**src/rtl/vga_sync_decoder.sv**
```systemverilog
// Receive-side 640x480 sync decoder: recovers xpos/ypos from external hsync/vsync,
// measures line/frame timing and tracks lock.
module vga_sync_decoder #(
    parameter int unsigned H_TOTAL    = 800,
    parameter int unsigned V_TOTAL    = 521,
    parameter int unsigned H_ACTIVE   = 640,
    parameter int unsigned V_ACTIVE   = 480,
    parameter int unsigned H_EDGE_X   = 659,
    parameter int unsigned V_EDGE_Y   = 490,
    parameter int unsigned LOCK_LINES = 4
) (
    input  logic        clk25,
    input  logic        rst_n,
    input  logic        hsync_in,
    input  logic        vsync_in,
    output logic [9:0]  xpos,
    output logic [9:0]  ypos,
    output logic        de,
    output logic        locked,
    output logic        frame_start,
    output logic        sync_err,
    output logic [10:0] line_len,
    output logic [9:0]  frame_lines
);

    localparam int unsigned GW = $clog2(LOCK_LINES + 1);

    localparam logic [9:0]    X_LAST    = 10'(H_TOTAL - 1);
    localparam logic [9:0]    Y_LAST    = 10'(V_TOTAL - 1);
    localparam logic [9:0]    X_EDGE    = 10'(H_EDGE_X);
    localparam logic [9:0]    Y_EDGE    = 10'(V_EDGE_Y);
    localparam logic [9:0]    X_ACT     = 10'(H_ACTIVE);
    localparam logic [9:0]    Y_ACT     = 10'(V_ACTIVE);
    localparam logic [10:0]   P_LINE    = 11'(H_TOTAL);
    localparam logic [10:0]   P_TIMEOUT = 11'(2 * H_TOTAL);
    localparam logic [9:0]    F_LINES   = 10'(V_TOTAL);
    localparam logic [GW-1:0] GOOD_MAX  = GW'(LOCK_LINES);

    typedef enum logic [1:0] {
        SEARCH,
        TRACK,
        LOCKED
    } state_t;

    state_t state, state_nx;

    logic hs_m, hs_s, hs_d;
    logic vs_m, vs_s, vs_d;
    logic hs_fall, vs_fall;

    logic [10:0]   pcnt;
    logic [9:0]    lcnt;
    logic [9:0]    lcnt_inc;
    logic [9:0]    fl_new;
    logic [GW-1:0] good, good_nx;
    logic          frame_valid, fvalid_nx;
    logic          x_wrap;
    logic          line_ok, frame_ok, judged, timeout;

    // Two-flop synchronizer plus one delay flop per sync; idle level is high
    always_ff @(posedge clk25 or negedge rst_n) begin
        if (!rst_n) begin
            {hs_d, hs_s, hs_m} <= '1;
            {vs_d, vs_s, vs_m} <= '1;
        end else begin
            {hs_d, hs_s, hs_m} <= {hs_s, hs_m, hsync_in};
            {vs_d, vs_s, vs_m} <= {vs_s, vs_m, vsync_in};
        end
    end

    assign hs_fall = hs_d & ~hs_s;
    assign vs_fall = vs_d & ~vs_s;
    assign x_wrap  = (xpos == X_LAST);

    always_ff @(posedge clk25 or negedge rst_n) begin
        if (!rst_n) begin
            xpos <= '0;
            ypos <= '0;
        end else begin
            if (hs_fall)     xpos <= X_EDGE;
            else if (x_wrap) xpos <= '0;
            else             xpos <= xpos + 10'd1;

            if (vs_fall)
                ypos <= Y_EDGE;
            else if (x_wrap && !hs_fall)
                ypos <= (ypos == Y_LAST) ? '0 : ypos + 10'd1;
        end
    end

    // Frame count includes an hsync fall landing on the same clock as vsync
    assign lcnt_inc = (lcnt == 10'h3FF) ? lcnt : lcnt + 10'd1;
    assign fl_new   = hs_fall ? lcnt_inc : lcnt;

    always_ff @(posedge clk25 or negedge rst_n) begin
        if (!rst_n) begin
            pcnt        <= '0;
            lcnt        <= '0;
            line_len    <= '0;
            frame_lines <= '0;
        end else begin
            if (hs_fall) begin
                pcnt     <= 11'd1;
                line_len <= pcnt;
            end else if (pcnt != 11'h7FF) begin
                pcnt <= pcnt + 11'd1;
            end

            if (vs_fall) begin
                frame_lines <= fl_new;
                lcnt        <= hs_fall ? 10'd1 : '0;
            end else if (hs_fall) begin
                lcnt <= lcnt_inc;
            end
        end
    end

    assign line_ok  = (pcnt == P_LINE);
    assign frame_ok = (fl_new == F_LINES);
    assign judged   = vs_fall && frame_valid;
    assign timeout  = (pcnt >= P_TIMEOUT);

    always_comb begin
        state_nx  = state;
        good_nx   = good;
        fvalid_nx = frame_valid;
        case (state)
            SEARCH: begin
                if (hs_fall) begin
                    state_nx  = TRACK;
                    good_nx   = '0;
                    fvalid_nx = 1'b0;
                end
            end
            TRACK: begin
                if (hs_fall)
                    good_nx = !line_ok ? '0 : (good == GOOD_MAX) ? good : good + GW'(1);
                if (judged && !frame_ok)
                    good_nx = '0;
                if (vs_fall)
                    fvalid_nx = 1'b1;
                if (timeout)
                    state_nx = SEARCH;
                else if (judged && frame_ok && good == GOOD_MAX)
                    state_nx = LOCKED;
            end
            LOCKED: begin
                if (vs_fall)
                    fvalid_nx = 1'b1;
                if (timeout || (hs_fall && !line_ok) || (judged && !frame_ok))
                    state_nx = SEARCH;
            end
            default: state_nx = SEARCH;
        endcase
    end

    always_ff @(posedge clk25 or negedge rst_n) begin
        if (!rst_n) begin
            state       <= SEARCH;
            good        <= '0;
            frame_valid <= 1'b0;
            sync_err    <= 1'b0;
        end else begin
            state       <= state_nx;
            good        <= good_nx;
            frame_valid <= fvalid_nx;
            sync_err    <= (state == LOCKED) && (state_nx == SEARCH);
        end
    end

    assign locked      = (state == LOCKED);
    assign de          = locked && (xpos < X_ACT) && (ypos < Y_ACT);
    assign frame_start = locked && (xpos == '0) && (ypos == '0);

endmodule

```
**config.mk**
```make
export PLATFORM = sky130hd
export DESIGN_NAME = vga_sync_decoder
export DESIGN_NICKNAME = d
export VERILOG_FILES = /design/src/rtl/vga_sync_decoder.sv
export SDC_FILE = /design/constraint.sdc
export NUM_CORES = 1
export LEC_CHECK = 0
export ABC_AREA = 1
export CORE_MARGIN = 2
export CORE_UTILIZATION = 35
export CTS_BUF_LIST = sky130_fd_sc_hd__clkbuf_8
export DETAILED_ROUTE_END_ITERATION = 12
export SLEW_MARGIN = 20
export SYNTH_ARGS = -nofsm -noshare
export SYNTH_HDL_FRONTEND = slang
export SYNTH_SLANG_ARGS = --single-unit
```
**constraint.sdc**
```tcl
create_clock -name clk25 -period 2.1 [get_ports clk25]
set_clock_uncertainty 0.1 [all_clocks]
set_input_delay 0.42 -clock clk25 [delete_from_list [all_inputs] [get_ports clk25]]
set_output_delay 0.42 -clock clk25 [all_outputs]
set_load 0.01 [all_outputs]
```
==> impl_metrics.env <==
export IMPL_dieArea_um2=11960
export IMPL_drt_pre_antenna_iters=4
export IMPL_via_count=3406
export IMPL_yosys_warnings=0
export IMPL_min_path_type="flop to flop"
export IMPL_ant_nets=0
export IMPL_dieWidth_um=109.4
export IMPL_synth_cells=466
export IMPL_track_usage=0.1671
export IMPL_clk_path_buf_depth=2
export IMPL_ys_seq_area_frac=0.4850
export IMPL_io_buffers=48
export IMPL_critPathTopFamily="simple AND/OR/NAND/NOR gates"
export IMPL_drv_cap=0
export IMPL_vias_per_cell=4.744
export IMPL_slowest_delay_ps=570
export IMPL_critical_path_class="flop to flop"
export IMPL_finalWorstSetupSlack_ps=-52.90
export IMPL_endpoint_kind="flop"
export IMPL_seqCellArea_um2=1884
export IMPL_core_area_um2=10840
export IMPL_violations="setup timing"
export IMPL_wire_per_inst_um=12.94
export IMPL_num_antenna_cells=0
export IMPL_synth_fp_nets=483
export IMPL_dp_hpwl_mm=6.551
export IMPL_clk_pin_slew_ps=70
export IMPL_final_cell_mix="nand2_1, dfrtp_1, inv_1, buf_4, clkdlybuf4s50_1"
export IMPL_stdcell_count=718
export IMPL_min_period_ps=2153
export IMPL_final_common_cell="nand2_1"
export IMPL_power_density_nw_per_um2=749.7
export IMPL_crit_path_start_kind="flop"
export IMPL_slowest_stage="dfstp_2"
export IMPL_start_util=0.3584
export IMPL_num_nets_final=591
export IMPL_cp_required_ps=2240
export IMPL_outcome="finished with violations"
export IMPL_syn_area_um2=3885
export IMPL_cts_root_buf="clkbuf_8"
export IMPL_cts_sinks=75
export IMPL_ys_types=37
export IMPL_finalHoldViolations=0
export IMPL_cts_tree="built"
export IMPL_grt_pass1_wl_mm=15.73
export IMPL_drt_wl_total_mm=9.290
export IMPL_postPlaceCellArea_um2=4911
export IMPL_syn_avg_cell_area_um2=8.337
export IMPL_ios=49
export IMPL_drt_iter0_markers=144
export IMPL_multiInputGateArea_um2=1874
export IMPL_cts_buffers_inserted=9
export IMPL_fin_area_um2=5319
export IMPL_cp_arrival_ps=2290
export IMPL_syn2layout_area_growth_pct=36.91
export IMPL_grt_max_degree=59
export IMPL_fin_crit_sh=1.025
export IMPL_path_buf_inv=1
export IMPL_gp_congestion=0.9121
export IMPL_rows=38
export IMPL_power_leakage_nw=2.452
export IMPL_nFillCells=1015
export IMPL_cp_max_fo=5
export IMPL_grt_pass1_vias=3433
export IMPL_clk_latency_ps=350
export IMPL_max_slew_margin=0.6071
export IMPL_drv_slew=0
export IMPL_ys_ff_latch=75
export IMPL_htreeDepth=3
export IMPL_grt_antenna_before_repair=0
export IMPL_grt_setup_unrepaired="true"
export IMPL_fmax_mhz=464.5
export IMPL_dp_cells=698
export IMPL_drive_gt1_frac=0.2301
export IMPL_grt_overflow_total=0
export IMPL_ir_worst_vdd_mv=0.4021
export IMPL_route_detailed_drc=0
export IMPL_die_h_um=109.4
export IMPL_worstPathCellList="inv_2 > nor2_4 > nand2_2 > nor2_4 > nand3b_1 > nand2_1 > nand3_2 > nor2_4 > nand3_2 > nand2_4 > nand2_2 > nand3_2 > nand2_2 > nand2_1 > nor2_1"
export IMPL_finalSetupViolations=4
export IMPL_worst_pin_slew_ps=583.2
-- path summary, 6_finish.rpt --
path,endpoint,slack (ps),from,cells after the start
hold reg to reg,hs_s,260,hs_m,0
max in group asynchronous,vs_m,900,rst_n,3
setup reg to reg,sync_err,-50,hs_d,15
setup / recovery,sync_err,-50,hs_d,15
hold / removal,hs_s,260,hs_m,0
min in group asynchronous,lcnt[9],390,rst_n,2
-- per-layer routing --
metal  global-route usage  vias up  wire length (µm)
li1                     -     1732                 -
met5                    0        -                 0
met3              0.03497       18               323
met2               0.2698       63              4512
met1               0.2192     1593              4273
met4              0.06691        0               180
-- metrics by stage --
step	util	worst slack, ps	hold slack (ps)	power, W	setup TNS (ps)
6_report	0.4907	-52.90	257.0	0.003987	-128.9
5_1_grt	0.4907	-194.6	262.5	0.004242	-1000
4_1_cts	0.4758	-31.57	258.0	0.003952	-31.57
3_5_place_dp	0.4530	-171.4	219.6	0.002759	-191.7
3_3_place_gp	0.4530	-154.5	210.4	0.002742	-249.1
2_1_floorplan	-	93.28	24.41	0.002246	0
-- cell families after synthesis --
group                      Yosys count  synth area share
buffers and inverters               78           0.07729
adders and majority gates           13           0.04187
DFF                                 75            0.4850
AOI/OAI and AO/OA                   72            0.1031
and+or+nand+nor                    217            0.2680
xor gates and xnor gates            11           0.02480
-- timing repair --
| action | in CTS | in global routing |
|---|---|---|
| gates resized for setup | 18 | 34 |
| buffers inserted | 1 | 4 |
| hold endpoints to repair | 15 | 0 |
| pin swaps | 2 | 18 |
| hold buffers | 1 | 0 |
| endpoints found under the setup margin | 9 | 18 |
-- registers in the layout, indices dropped and copies added, names as in the netlist, 2 cells and up --
name         cells
lcnt            10
pcnt            11
xpos            10
good             3
line_len        11
frame_lines     10
state            2
ypos            10
-- worst reg2reg max path, stage by stage (launching register included) --
cell      delay, ps
dfstp_2         570
inv_2            50
nor2_4          130
nand2_2          80
nor2_4          140
nand3b_1        110
nand2_1         110
nand3_2         100
nor2_4          140
nand3_2         100
nand2_4         130
nand2_2          60
nand3_2          80
nand2_2          50
nand2_1          70
nor2_1           40
-- area by class of cell --
class	instances	area share
clock buffer	11	0.02846
clock inverter	4	0.009410
inverter	68	0.04799
sequential	75	0.3543
multi-input combinational	313	0.3524
tap	140	0.03293
timing repair buffer	107	0.1745
-- synth_stat cells --
cell type,count,area share
o22ai_1,1,0.0016
inv_2,3,0.0029
nand4_1,8,0.013
nor2_4,3,0.0087
nor2_2,3,0.0048
o21ai_0,45,0.058
nor3_1,21,0.027
o221ai_1,1,0.0023
a31oi_1,5,0.0081
nor2_8,1,0.0052
nand3_1,29,0.037
clkbuf_1,8,0.0077
a211oi_1,2,0.0039
nor2_1,40,0.039
a21boi_2,1,0.0029
dfrtp_1,69,0.44
a21boi_0,1,0.0019
nand2_1,89,0.086
a311oi_1,1,0.0023
ha_1,13,0.042
nand2_4,2,0.0058
a21oi_2,2,0.0045
nand3b_1,1,0.0019
nor3b_1,2,0.0039
nand3_4,1,0.0045
and2_1,1,0.0016
nor4_1,6,0.0097
dfstp_2,6,0.041
xnor2_1,3,0.0068
inv_1,65,0.063
o41ai_1,1,0.0023
a21oi_1,12,0.015
or2_2,1,0.0016
nand2_2,5,0.0081
nand3_2,4,0.010
buf_4,2,0.0039
xor2_1,8,0.018
-- report_power, final --
| group | switching [W] | internal, W | leakage [nW] |
|---|---|---|---|
| sequential | 0.000122 | 0.00161 | 0.955 |
| combinational | 0.000583 | 0.000526 | 1.40 |
| clock | 0.000538 | 0.000605 | 0.0974 |
Power figures use the tool's default switching activity.
